===== src/rtl/scroll_pkg.sv =====
// Shared constants for the scroll controller: position count, code limits,
// run/stop encoding and the rotation-code successor function.
package scroll_pkg;

  localparam int          NUM_POS = 6;
  localparam int          C_W     = 3;
  localparam logic [2:0]  C_MAX   = 3'd5;

  localparam logic [0:0]  ST_STOP = 1'b0;
  localparam logic [0:0]  ST_RUN  = 1'b1;

  // Successor of a rotation code; codes above C_MAX recover to 0 in either direction.
  function automatic logic [C_W-1:0] next_pos(input logic [C_W-1:0] c, input logic dir);
    logic [C_W-1:0] n;
    if (c > C_MAX)      n = '0;
    else if (!dir)      n = (c == C_MAX) ? '0 : c + 3'd1;
    else                n = (c == '0) ? C_MAX : c - 3'd1;
    return n;
  endfunction

endpackage


===== src/rtl/key_sync.sv =====
// Three-flop synchronizer for the active-low pushbutton plus a falling-edge
// detector; press is high for one cycle per button press, however long held.
module key_sync (
  input  logic Clock,
  input  logic Resetn,
  input  logic key_n,
  output logic press
);

  logic s1_q, s2_q, s3_q;

  // Shift the raw key through three flops; idle (released) level is 1.
  always_ff @(posedge Clock or negedge Resetn) begin
    if (!Resetn) begin
      s1_q <= 1'b1;
      s2_q <= 1'b1;
      s3_q <= 1'b1;
    end else begin
      s1_q <= key_n;
      s2_q <= s1_q;
      s3_q <= s2_q;
    end
  end

  // Falling edge seen between the last two stages.
  assign press = s3_q & ~s2_q;

endmodule


===== src/rtl/scroll_ctrl.sv =====
// Scroll controller: a pushbutton toggles RUN/STOP; while running, a prescaler
// advances the 6-position rotation code C every L = max(DIV >> Speed, 1) cycles.
module scroll_ctrl
  import scroll_pkg::*;
#(
  parameter int DIV = 50_000_000
) (
  input  logic           Clock,
  input  logic           Resetn,
  input  logic           Start_n,
  input  logic           Dir,
  input  logic [1:0]     Speed,
  output logic [C_W-1:0] C,
  output logic           Step,
  output logic           Running
);

  localparam int PW = $clog2(DIV);

  logic           press;
  logic [0:0]     state_q, state_d;
  logic [PW-1:0]  p_q, p_d;
  logic [C_W-1:0] c_q, c_d;
  logic           step_q, step_d;
  logic [31:0]    lim_w;
  logic [PW-1:0]  lim_m1;

  key_sync u_key_sync (
    .Clock  (Clock),
    .Resetn (Resetn),
    .key_n  (Start_n),
    .press  (press)
  );

  // Step limit minus one; L never drops below 1 so the subtraction cannot wrap.
  always_comb begin
    lim_w = 32'(DIV) >> Speed;
    if (lim_w == 32'd0) lim_w = 32'd1;
    lim_m1 = PW'(lim_w - 32'd1);
  end

  // Next-state: a press always wins over a coincident step; the >= compare
  // lets a mid-count speed-up step on the next edge instead of wrapping P.
  always_comb begin
    state_d = state_q;
    p_d     = p_q;
    c_d     = c_q;
    step_d  = 1'b0;
    if (press) begin
      state_d = (state_q == ST_RUN) ? ST_STOP : ST_RUN;
      p_d     = '0;
    end else if (state_q == ST_RUN) begin
      if (p_q >= lim_m1) begin
        p_d    = '0;
        c_d    = next_pos(c_q, Dir);
        step_d = 1'b1;
      end else begin
        p_d = p_q + 1'b1;
      end
    end else begin
      p_d = '0;
    end
  end

  // State, prescaler, rotation code and step pulse registers.
  always_ff @(posedge Clock or negedge Resetn) begin
    if (!Resetn) begin
      state_q <= ST_STOP;
      p_q     <= '0;
      c_q     <= '0;
      step_q  <= 1'b0;
    end else begin
      state_q <= state_d;
      p_q     <= p_d;
      c_q     <= c_d;
      step_q  <= step_d;
    end
  end

  assign C       = c_q;
  assign Step    = step_q;
  assign Running = (state_q == ST_RUN);

endmodule


===== config.mk =====
export PLATFORM = sky130hd
export DESIGN_NAME = scroll_ctrl
export DESIGN_NICKNAME = d
export VERILOG_FILES = /design/src/rtl/scroll_pkg.sv /design/src/rtl/key_sync.sv /design/src/rtl/scroll_ctrl.sv
export SDC_FILE = /design/constraint.sdc
export NUM_CORES = 1
export LEC_CHECK = 0
export ABC_AREA = 1
export BUFFER_PORTS_ARGS = -buffer_cell sky130_fd_sc_hd__buf_2
export CAP_MARGIN = 5
export CELL_PAD_IN_SITES_DETAIL_PLACEMENT = 1
export CELL_PAD_IN_SITES_GLOBAL_PLACEMENT = 2
export CORE_MARGIN = 1.5
export CORE_UTILIZATION = 40
export CTS_CLUSTER_DIAMETER = 50
export CTS_CLUSTER_SIZE = 40
export DETAILED_ROUTE_END_ITERATION = 10
export PLACE_DENSITY_LB_ADDON = 0.2
export RECOVER_POWER = 100
export SLEW_MARGIN = 20
export SYNTH_ARGS = -nofsm -noshare
export SYNTH_HDL_FRONTEND = slang
export SYNTH_SLANG_ARGS = --single-unit

===== constraint.sdc =====
create_clock -name Clock -period 3.9 [get_ports Clock]
set_input_delay 0.975 -clock Clock [delete_from_list [all_inputs] [get_ports Clock]]
set_output_delay 0.975 -clock Clock [all_outputs]
set_load 0.005 [all_outputs]

# Word-level counts from Yosys, hierarchy flattened
# Index checks and enable logic that the tools add are counted.
# totals
reg_bits,34
in_bits,6
out_inout_bits,5
elab_cells,33
# classes
n_addsub,4
order_cmp,2
eq_ne,1
n_shift,1
mux,12
bitwise_logic,3
reduce_logical,3
# op_table
cell,n
$mux 26,4
$logic_not 32->1,1
$shr 26x2->32 const A,1
$add 26x1->26 const B,1
$ge 26x26->1,1
$sub 26x1->26 const B,1
$mux 3,4
$mux 1,4
$add 3x1->3 const B,1
$eq 3x3->1 const B,1
$gt 3x3->1 const B,1
$logic_not 3->1,1
$reduce_and 3->1,1
$sub 3x1->3 const B,1
$not 1->1,2
$and 1x1->1,1

# Longest topological paths before layout
# logic_depth
depth_word,8
depth_mapped,15
depth_no_buf,14

# Hierarchy
# A second synthesis with hierarchy kept.
# hier_totals
hier_cells,342
area_unflattened_um2,2533.7
# modules_own_cells
mod,instances,cells_per_inst,area_per_inst_um2,seq_area_each_um2
scroll_ctrl,1,337,2444.8,775.7
key_sync,1,5,88.8,78.8

# Worst setup path before layout
# Ideal clock, no wire load.
# synth_timing
path_kind,in2reg
start,input port Speed[1]
end,register p_q[9]
setup_time_ns,0.128
arrival_time_ns,2.529
t_required_ns,3.772
slack_ns,1.244
cell_stages,12
n_path_buf,2
path_cell_list,buf_4 -> nor2_1 -> inv_1 -> ha_1 -> nand2_1 -> nor2_1 -> nand3_2 -> nor2_2 -> nand3_2 -> nand4_4 -> buf_12 -> nor2_4
# synth_via
elab_chain_len,8
# synth_lines
element,line,source
"start, declared",scroll_ctrl.sv:12,"input logic [1:0] Speed,"
$shr 26x2->32 *,scroll_ctrl.sv:37,lim_w = 32'(DIV) >> Speed;
$logic_not 32->1,scroll_ctrl.sv:38,if (lim_w == 32'd0) lim_w = 32'd1;
$mux 26 *,scroll_ctrl.sv:38,
$sub 26x1->26 *,scroll_ctrl.sv:39,lim_m1 = PW'(lim_w - 32'd1);
$ge 26x26->1 *,scroll_ctrl.sv:53,if (p_q >= lim_m1) begin
$mux 26 *,scroll_ctrl.sv:53,
$mux 26 *,scroll_ctrl.sv:52,end else if (state_q == ST_RUN) begin
$mux 26 *,scroll_ctrl.sv:49,if (press) begin
via p_d[9],scroll_ctrl.sv:22,"logic [PW-1:0] p_q, p_d;"
"end signal, assigned",scroll_ctrl.sv:74,p_q <= p_d;
"end, declared",scroll_ctrl.sv:22,
# Mark *: on every way through the listed nets, which the timed path passes. The rest lies on a longest branch.
# A chain may end at the register's enable or synchronous reset.

# Final worst setup path
# layout_timing
start,input port Speed[0]
end,register p_q[25]
# The elaborated chain is that of the path after synthesis.

==> impl_results.md <==
- Status: complete, but fails checks
- Violated checks: capacitance limit, slew limit
- R2r setup slk: 1.62 ns
- Max Slew Vio Count: 35
- Netlist Area Pre-Place: 2530 um^2
- Post-CTS sizing: 0
- # diodes: 0
- Drt pass-1 iters: 4
- GR Util met2: 0.322
- Crit path from: Speed[0]
- Place WS: 0.641 ns
- Number of flops mapped to enable cells by yosys: 0
- Hold Slack: 0.361 ns
- Worst Tran Pin Value: 1.81 ns
- Tightest Hold Check Type: register to register
- Post-CTS Setup Bufs: 0
- Detailed Route WL: 5960 um
- Largest net degree at the start of global routing: 35
- Seq/Total Area, Yosys: 0.338
- Hpwl dp: 4770 um
- Gr busiest metal: met2
- Die ar.: 6800 um^2
- Leak pwr: 1.29 nW
- #FFs+latches synth: 34
- Largest cells by area after synthesis: dfrtp_1 31%, nand2_1 12%, ha_1 11%
- Per-cell routed wire length: 14.2 um
- GP Congestion: 0.806
- Via/cell ratio: 5.05
- RR Startpoint: p_q[25]
- DRC violations left: 0
- Synth Warn #: 0
- Clk slew on worst S/H paths: 0.07 ns
- Root buffer cell: clkbuf_8
- Setup TNS: 0 ns
- CTS Buffer Depth: 2
- Top-count cell post-synth: nand2_1
- Placed cell area: 2640 um^2
- Distinct cell type count after synthesis: 32
- Post-synth top cells: 78 x nand2_1, 42 x nor2_1, 41 x inv_1
- Maxcap violations: 1
- Met3 GRT Util: 0.0264
- Die H: 82.5 um
- Hold-fix buffers at CTS: 0
- Fin cells: 419
- # nets final: 371
- RSZ-0062 raised after global routing: no
- Total CTS buffers: 5
- Startpoint types: input port
- CTS tree: built
- Initial Util: 0.419
- Overall Power: 0.801 mW
- Setup WS post-layout: 0.753 ns
- Via count: 2,118
- Vias in the first global route: 2,142
- Initial antenna violation count: 0
- Min Tclk post-route: 3.15 ns
- CP arrival: 3.35 ns
- Fill count: 782
- Worst Setup Path Type: input port to register
- Cells after DPL: 411
- Library cell with the largest summed area after synthesis: dfrtp_1
- 1st-iter DRT viols: 43
- VDD IR max: 226 uV
- H-tree levels: 2
- Tcrit/Tclk final: 0.807
- Rel. slew slack: -0.206
- Ys async rst share: 1.00
- M1 GR Usage: 0.272
- Yosys top cell area share: 0.307
- Clock net sink count: 34
- GRT Total Usage: 0.199
- First-pass GRT wire length: 10,100 um
- # rows: 28
- Crit path capture: p_q[25]
- Worst r2r path cells: 9
- Critical Path RT: 4.11 ns
- PD cells: 298 nW/um^2
- Share of cells above drive strength 1: 0.125
- Post-synthesis area per instance: 7.71 um^2
- Final ANT Viol Nets: 0
- Worst Skew: 0.00661 ns
- Final Hold Viols: 0
- I/O pins: 11
- Grt ovf: 0
- Gate Count Post-Synth: 328
- Top fanout value on the critical path: 8
- Core area: 6030 um^2
- I/O Buffers: 10
- Area grow syn2layout: 6.44%
- Achievable clock frequency: 318 MHz
- Core Util, Final: 0.446
- Ys flop type: dfrtp_1
- Clock Latency Late Sink: 0.28 ns
- Final instance area: 2690 um^2
- Die X-Extent: 82.5 um
- Critical Path Sink Type: register
- R2r endpoint: p_q[22]
- Count of final setup violators: 0
[worst max-delay path: stages]
cell	delay, ns
buf_2	0.13
inv_1	0.19
nand2_1	0.17
ha_1	0.33
ha_1	0.29
nand2_1	0.06
inv_1	0.03
o21ai_0	0.14
nand3_1	0.13
nand3_1	0.15
nand3_1	0.24
clkbuf_1	0.29
nor3_1	0.21
[cells by family (layout without fill, tap and decap cells)]
group,Yosys count,after routing,share of synthesized area
AOI/OAI and AO/OA,20,20,0.0451
adders and majority gates,22,22,0.109
buffers and inverters,47,62,0.0812
xor gates and xnor gates,14,14,0.0485
DFF,34,34,0.338
and+or+nand+nor,189,189,0.375
other,2,3,0.00297
[where the power goes]
part	internal, mW	switching, mW	total [mW]	leakage (nW)
sequential	0.372	0.0132	0.385	0.461
clock	0.125	0.134	0.259	0.0441
combinational	0.0452	0.111	0.156	0.781
[placed cells by master (no fill, tap or decap), drive strengths merged, types with 2 or more instances in the layout]
master / count
nand2: 81
nor2: 59
inv: 42
dfrtp: 31
nand3: 29
ha: 22
nor3: 11
buf: 10
xor2: 9
a21oi: 8
nand4: 8
clkbuf: 7
o21ai: 6
xnor2: 5
conb: 3
dfstp: 3
o22ai: 2
clkinv: 2
[layout make-up]
class	instances	area, um^2	area share
Multi-Input combinational cell	248	1430	0.533
Clock inverter	3	21.3	0.00791
Tap cell	75	93.8	0.0349
Clock buffer	5	68.8	0.0256
Inverter	42	158	0.0586
Timing Repair Buffer	12	60.1	0.0223
Sequential cell	34	855	0.318
[sequential cells by signal, indices dropped and copies added (netlist names)]
register,cells
u_key_sync.s1_q,1
Step,1
Running,1
C,3
p_q,26
u_key_sync.s3_q,1
u_key_sync.s2_q,1
[worst min-delay path by stage]
stage	start	to	slack, ns	cells past startpoint
floorplan	u_key_sync.s1_q	u_key_sync.s2_q	0.35	0
global placement	u_key_sync.s1_q	u_key_sync.s2_q	0.35	0
detailed placement	u_key_sync.s1_q	u_key_sync.s2_q	0.35	0
CTS	u_key_sync.s1_q	u_key_sync.s2_q	0.36	0
global route	u_key_sync.s1_q	u_key_sync.s2_q	0.37	0
finish	u_key_sync.s1_q	u_key_sync.s2_q	0.36	0
[per-layer routing]
metal  vias to the layer above  part of all wire
met2                        30              0.46
met1                      1004              0.50
met5                         -                 0
li1                       1078                 -
met3                         6             0.032
met4                         0             0.012
Note: power is estimated with default switching activity, not from simulation.
